`src/rtl/alu_pkg.sv`:
```
// alu_pkg: shared FSM states, instruction layout and opcode constants for alu_issue.
package alu_pkg;
  typedef enum logic [1:0] {S_IDLE, S_EXEC, S_WB} state_t;
  typedef struct packed {
    logic       kind;
    logic       l;
    logic [1:0] op;
    logic [1:0] rd;
    logic [1:0] rs;
    logic [1:0] lo;
  } instr_t;
  localparam logic KIND_ALU = 1'b0;
  localparam logic KIND_LDI = 1'b1;
  localparam logic [1:0] OP_NEGA = 2'b00;
  localparam logic [1:0] OP_NEGB = 2'b01;
  localparam logic [1:0] OP_ADD  = 2'b10;
  localparam logic [1:0] OP_SUB  = 2'b11;
  // LDI reuses the rs and ignored fields as the 4-bit immediate
  function automatic logic [3:0] ldi_imm(instr_t i);
    return {i.rs, i.lo};
  endfunction
endpackage

```
`src/rtl/regbank4.sv`:
```
// regbank4: small register file, one write port, two read ports plus a debug read port.
module regbank4 #(
  parameter int WIDTH = 4,
  parameter int NREG  = 4
) (
  input  logic                      clk,
  input  logic                      rst_n,
  input  logic                      we_i,
  input  logic [$clog2(NREG)-1:0]   wa_i,
  input  logic [WIDTH-1:0]          wd_i,
  input  logic [$clog2(NREG)-1:0]   ra_a_i,
  input  logic [$clog2(NREG)-1:0]   ra_b_i,
  input  logic [$clog2(NREG)-1:0]   dbg_sel_i,
  output logic [WIDTH-1:0]          rd_a_o,
  output logic [WIDTH-1:0]          rd_b_o,
  output logic [WIDTH-1:0]          dbg_data_o
);
  logic [WIDTH-1:0] mem_q [NREG];
  always_ff @(posedge clk or negedge rst_n)
    if (!rst_n) mem_q <= '{default: '0};
    else if (we_i) mem_q[wa_i] <= wd_i;
  assign rd_a_o     = mem_q[ra_a_i];
  assign rd_b_o     = mem_q[ra_b_i];
  assign dbg_data_o = mem_q[dbg_sel_i];
endmodule

```
`src/rtl/alu_issue.sv`:
```
// alu_issue: accepts instruction words, sequences one ALU operation or immediate load
// through IDLE/EXEC/WB, and owns the register bank and architectural flags.
module alu_issue
  import alu_pkg::*;
#(
  parameter int WIDTH = 4,
  parameter int NREG  = 4
) (
  input  logic             clk,
  input  logic             reset,
  input  logic             in_valid,
  output logic             in_ready,
  input  logic [9:0]       in_instr,
  output logic [WIDTH-1:0] alu_A,
  output logic [WIDTH-1:0] alu_B,
  output logic [1:0]       alu_op,
  output logic             alu_l,
  input  logic [WIDTH-1:0] alu_R,
  input  logic             alu_zero,
  input  logic             alu_carry,
  input  logic             alu_sign,
  output logic             done,
  output logic             zero_f,
  output logic             carry_f,
  output logic             sign_f,
  input  logic [1:0]       dbg_sel,
  output logic [WIDTH-1:0] dbg_data
);
  state_t           state_q, state_d;
  instr_t           ins;
  logic             kind_q, kind_d;
  logic [1:0]       rd_q, rd_d;
  logic [3:0]       imm_q, imm_d;
  logic [WIDTH-1:0] a_q, a_d, b_q, b_d, res_q, res_d;
  logic [1:0]       op_q, op_d;
  logic             l_q, l_d;
  logic             hz_q, hz_d, hc_q, hc_d, hs_q, hs_d;
  logic             zf_q, zf_d, cf_q, cf_d, sf_q, sf_d;
  logic [WIDTH-1:0] rd_a, rd_b;

  regbank4 #(.WIDTH(WIDTH), .NREG(NREG)) u_regs (
    .clk        (clk),
    .rst_n      (reset),
    .we_i       (state_q == S_WB),
    .wa_i       (rd_q),
    .wd_i       (kind_q == KIND_LDI ? WIDTH'(imm_q) : res_q),
    .ra_a_i     (ins.rd),
    .ra_b_i     (ins.rs),
    .dbg_sel_i  (dbg_sel),
    .rd_a_o     (rd_a),
    .rd_b_o     (rd_b),
    .dbg_data_o (dbg_data)
  );

  always_ff @(posedge clk or negedge reset)
    if (!reset) begin
      state_q <= S_IDLE;
      kind_q  <= 1'b0;
      rd_q    <= '0;
      imm_q   <= '0;
      a_q     <= '0;
      b_q     <= '0;
      op_q    <= '0;
      l_q     <= 1'b0;
      res_q   <= '0;
      hz_q    <= 1'b0;
      hc_q    <= 1'b0;
      hs_q    <= 1'b0;
      zf_q    <= 1'b0;
      cf_q    <= 1'b0;
      sf_q    <= 1'b0;
    end else begin
      state_q <= state_d;
      kind_q  <= kind_d;
      rd_q    <= rd_d;
      imm_q   <= imm_d;
      a_q     <= a_d;
      b_q     <= b_d;
      op_q    <= op_d;
      l_q     <= l_d;
      res_q   <= res_d;
      hz_q    <= hz_d;
      hc_q    <= hc_d;
      hs_q    <= hs_d;
      zf_q    <= zf_d;
      cf_q    <= cf_d;
      sf_q    <= sf_d;
    end

  // ALU operands are registered at acceptance so they hold steady outside EXEC
  always_comb begin
    ins     = instr_t'(in_instr);
    state_d = state_q;
    kind_d  = kind_q;
    rd_d    = rd_q;
    imm_d   = imm_q;
    a_d     = a_q;
    b_d     = b_q;
    op_d    = op_q;
    l_d     = l_q;
    res_d   = res_q;
    hz_d    = hz_q;
    hc_d    = hc_q;
    hs_d    = hs_q;
    zf_d    = zf_q;
    cf_d    = cf_q;
    sf_d    = sf_q;
    case (state_q)
      S_IDLE: if (in_valid) begin
        kind_d  = ins.kind;
        rd_d    = ins.rd;
        imm_d   = ldi_imm(ins);
        state_d = ins.kind == KIND_LDI ? S_WB : S_EXEC;
        if (ins.kind == KIND_ALU) begin
          a_d  = rd_a;
          b_d  = rd_b;
          op_d = ins.op;
          l_d  = ins.l;
        end
      end
      S_EXEC: begin
        res_d   = alu_R;
        hz_d    = alu_zero;
        hc_d    = alu_carry;
        hs_d    = alu_sign;
        state_d = S_WB;
      end
      S_WB: begin
        zf_d    = kind_q == KIND_LDI ? imm_q == 4'd0 : hz_q;
        sf_d    = kind_q == KIND_LDI ? imm_q[3] : hs_q;
        cf_d    = (kind_q == KIND_ALU && !l_q) ? hc_q : cf_q;
        state_d = S_IDLE;
      end
      default: state_d = S_IDLE;
    endcase
  end

  assign in_ready = state_q == S_IDLE;
  assign done     = state_q == S_WB;
  assign alu_A    = a_q;
  assign alu_B    = b_q;
  assign alu_op   = op_q;
  assign alu_l    = l_q;
  assign zero_f   = zf_q;
  assign carry_f  = cf_q;
  assign sign_f   = sf_q;
endmodule

```
`config.mk`:
```
export PLATFORM = sky130hd
export DESIGN_NAME = alu_issue
export DESIGN_NICKNAME = d
export VERILOG_FILES = /design/src/rtl/alu_pkg.sv /design/src/rtl/regbank4.sv /design/src/rtl/alu_issue.sv
export SDC_FILE = /design/constraint.sdc
export NUM_CORES = 1
export LEC_CHECK = 0
export BUFFER_PORTS_ARGS = -buffer_cell sky130_fd_sc_hd__buf_2
export CELL_PAD_IN_SITES_DETAIL_PLACEMENT = 1
export CELL_PAD_IN_SITES_GLOBAL_PLACEMENT = 2
export CORE_ASPECT_RATIO = 0.8
export CORE_MARGIN = 2
export CORE_UTILIZATION = 30
export CTS_CLUSTER_DIAMETER = 150
export DETAILED_ROUTE_END_ITERATION = 7
export GPL_TIMING_DRIVEN = 1
export PLACE_DENSITY_LB_ADDON = 0.1
export SLEW_MARGIN = 20
export SYNTH_ARGS = -nofsm -noshare
export SYNTH_HDL_FRONTEND = slang
export SYNTH_SLANG_ARGS = --single-unit
```
`constraint.sdc`:
```
create_clock -name clk -period 2.3 [get_ports clk]
set_clock_uncertainty 0.2 [all_clocks]
set_input_delay 0.46 -clock clk [delete_from_list [all_inputs] [get_ports clk]]
set_output_delay 0.46 -clock clk [all_outputs]
set_load 0.02 [all_outputs]
```
==> impl_metrics.env <==
export IMPL_status="complete, no violations"
export IMPL_grt_pass1_wl_um=8431
export IMPL_finalSetupViolations=0
export IMPL_cts_setup_buffers=0
export IMPL_wl_met3_um=216
export IMPL_drt_met1_wl_um=2445
export IMPL_hold_violations=0
export IMPL_place_gp_congestion=0.7755
export IMPL_tritoncts="done"
export IMPL_grt_max_degree=25
export IMPL_cts_resized=0
export IMPL_p_sw_uw=1075
export IMPL_worst_slew_pin_slew_ns=0.5814
export IMPL_clk_pin_slew_ns=0.09
export IMPL_critical_path_peak_fanout=4
export IMPL_overflow=0
export IMPL_syn_area_um2=2131
export IMPL_setup_worst_path_end_class="primary output"
export IMPL_combinationalPowerShare_pct=34.6
export IMPL_finalPower_uw=3096
export IMPL_ys_seq_area_share_pct=54.02
export IMPL_ff2ff_setup_slack_ns=0.55
export IMPL_firstDrtPassIters=4
export IMPL_drive_gt1_share_pct=47.69
export IMPL_antenna_diode_count=0
export IMPL_fin_cells=282
export IMPL_fin_util_pct=37.15
export IMPL_critPathSlowestCell="mux4_2"
export IMPL_tns_ns=0
export IMPL_rsz0062_at_grt="no"
export IMPL_critical_path_class="register to primary output"
export IMPL_coreArea_um2=6892
export IMPL_power_density_nw_per_um2=1209
export IMPL_muxShareOfSynthArea_pct=30.12
export IMPL_crit_chain="mux4_2 > buf_2"
export IMPL_syn_inst=148
export IMPL_synth_xor_area_share_pct=0
export IMPL_area_growth_pct=20.14
export IMPL_die_area_um2=7797
export IMPL_hold_path_class="input pin to register"
export IMPL_cpPeakStageDelay_ns=0.49
export IMPL_root_buffer="clkbuf_8"
export IMPL_clock_path_buffers=2
export IMPL_syn_avg_cell_area_um2=14.40
export IMPL_place_inst=274
export IMPL_path_buf_inv=1
export IMPL_die_width_um=98.23
export IMPL_yosys_area_share_simple_pct=8.514
export IMPL_slew_violations=0
export IMPL_required_ns=1.64
export IMPL_switching_share_pct=34.71
export IMPL_syn_nets=170
export IMPL_clock_fmax_ghz=0.4856
export IMPL_grt_usage_pct=14.16
export IMPL_fin_crit_ns=2.059
export IMPL_p_seq_share_pct=45.3
export IMPL_cts_sinks=46
export IMPL_final_nets=217
export IMPL_clk_latency_ns=0.30
export IMPL_synth_area_leaders="dfrtp_1, mux4_2, mux2_2, mux2_4, a21oi_1"
export IMPL_pwr_share_clk_pct=20.0
export IMPL_synth_flop_cell="dfrtp_1"
export IMPL_ys_async_sr_fraction_pct=100.0
export IMPL_leakagePower_uw=0.001146
export IMPL_fillers=749
export IMPL_met2_length_um=2435
export IMPL_antenna_found_initial=0
export IMPL_cap_violations=0
export IMPL_period_share_pct=89.54
export IMPL_cts_buffers=5
export IMPL_synth_edf_count=0
export IMPL_grt_pass1_vias=1502
export IMPL_drt_vias_per_instance=4.936
export IMPL_htreeDepth=2
export IMPL_pre_cts_ws_ns=0.3062
export IMPL_row_count=27
export IMPL_finalWirelength_um=5167
export IMPL_synth_seq_cells=46
export IMPL_initial_core_util_pct=30.92
export IMPL_synthAdderAreaFrac_pct=0
export IMPL_yosysMostFrequentCell="dfrtp_1"
export IMPL_drt_antenna_violating_nets=0
export IMPL_drc=0
export IMPL_yosys_warnings=0
export IMPL_synth_compound_area_share_pct=4.463
export IMPL_detail_route_wl_per_cell_um=18.32
export IMPL_relSlewSlack_pct=61.24
export IMPL_top_layer_used="met4"
export IMPL_vias=1392
export IMPL_synth_top_cell_area_share_pct=54.02
export IMPL_die_y_um=79.38
export IMPL_fin_ws_ns=0.2407
export IMPL_cp_arrival_ns=1.40
export IMPL_cp_start_kind="register"
export IMPL_io_buffers=41
export IMPL_vdd_drop_max_mv=0.2930
export IMPL_synth_cell_type_count=22
export IMPL_synth_top_family_by_area="multiplexers"
export IMPL_pin_count=42
export IMPL_p_int_uw=2021
export IMPL_first_iter_violations=37
export IMPL_cp_top_family="multiplexers"
export IMPL_synth_top_area_cell="dfrtp_1"
export IMPL_hpwl_um=3899
export IMPL_synthTopCellsByCount="dfrtp_1, mux2_2, nor2_1, a21oi_1, mux4_2"
[power by group through the flow]
stage | Sequential, uW | Clock (uW) | Combinational, uW
finish | 1400 | 621 | 1070
CTS | 1410 | 643 | 1090
global route | 1460 | 665 | 1170
detailed placement | 1420 | 0 | 1090
global placement | 1380 | 0 | 1060
floorplan | 1440 | 0 | 657
[state kept, by name, summed over array words and instances (netlist names)]
register	flops
alu_A	4
alu_B	4
alu_l	1
alu_op	2
carry_f	1
hc_q	1
hs_q	1
hz_q	1
imm_q	4
kind_q	1
rd_q	2
res_q	4
sign_f	1
state_q	2
u_regs.mem_q	16
zero_f	1
[worst register-to-register path: cells and delay by family (launching register included)]
family,cells,cell delay [ns]
flip-flops,1,0.51
multiplexers,1,0.36
AND/OR/NAND/NOR,2,0.57
[cell type report]
class	count	area (um^2)	area share (%)
multi-input cells	94	918.4	35.87
well taps	87	108.9	4.252
clock inverters	1	30.03	1.173
inverters	1	3.754	0.1466
repair buffers	47	265.3	10.36
clock buffers	6	82.58	3.226
flip-flops and latches	46	1151	44.97
[worst paths after layout]
| kind | start | endpoint | cells past startpoint |
|---|---|---|---|
| max in group asynchronous | reset | rd_q[1] | 3 |
| setup / recovery | u_regs.mem_q[4] | dbg_data[0] | 2 |
| hold / removal | in_instr[7] | alu_op[1] | 2 |
| hold reg to reg | zero_f | zero_f | 2 |
| setup reg to reg | state_q[0] | alu_B[0] | 3 |
| min in group asynchronous | reset | res_q[1] | 2 |
[cells in the final DEF, fill, tap and decap left out, drive strengths merged]
master	count
nor4b	1
mux2i	6
nor4	1
and2b	2
bufinv	1
nor3	1
mux4	12
inv	1
dfrtp	46
nand2	6
mux2	25
o21ai	6
nand4b	1
or2b	1
dlygate4sd3	1
nor2	16
buf	46
a21oi	13
clkbuf	6
nor4bb	2
nor3b	1
[logic make-up after synthesis]
kind of cell	after synthesis
AND/OR/NAND/NOR	32
buffers and inverters	8
flip-flops	46
AO/OA/AOI/OAI	19
multiplexers	43
[per-layer routing]
layer	track usage [%]	vias to the layer above
met5	0	-
met4	4.932	0
met3	3.327	7
met2	21.37	29
met1	20.15	715
li1	-	641
[metrics by stage]
stage	area (um^2)	hold slack [ns]
after detailed placement	2437	0.2652
final	2560	0.1828
after CTS	2560	0.1760
after floorplan	2131	-0.03559
after global routing	2560	0.1780
after global placement	2437	0.2624
[timing repair]
item,CTS,global route
setup endpoints to repair,0,0
hold buffers,1,0
hold endpoints to repair,22,0
Note: power is estimated with default switching activity, not from simulation.
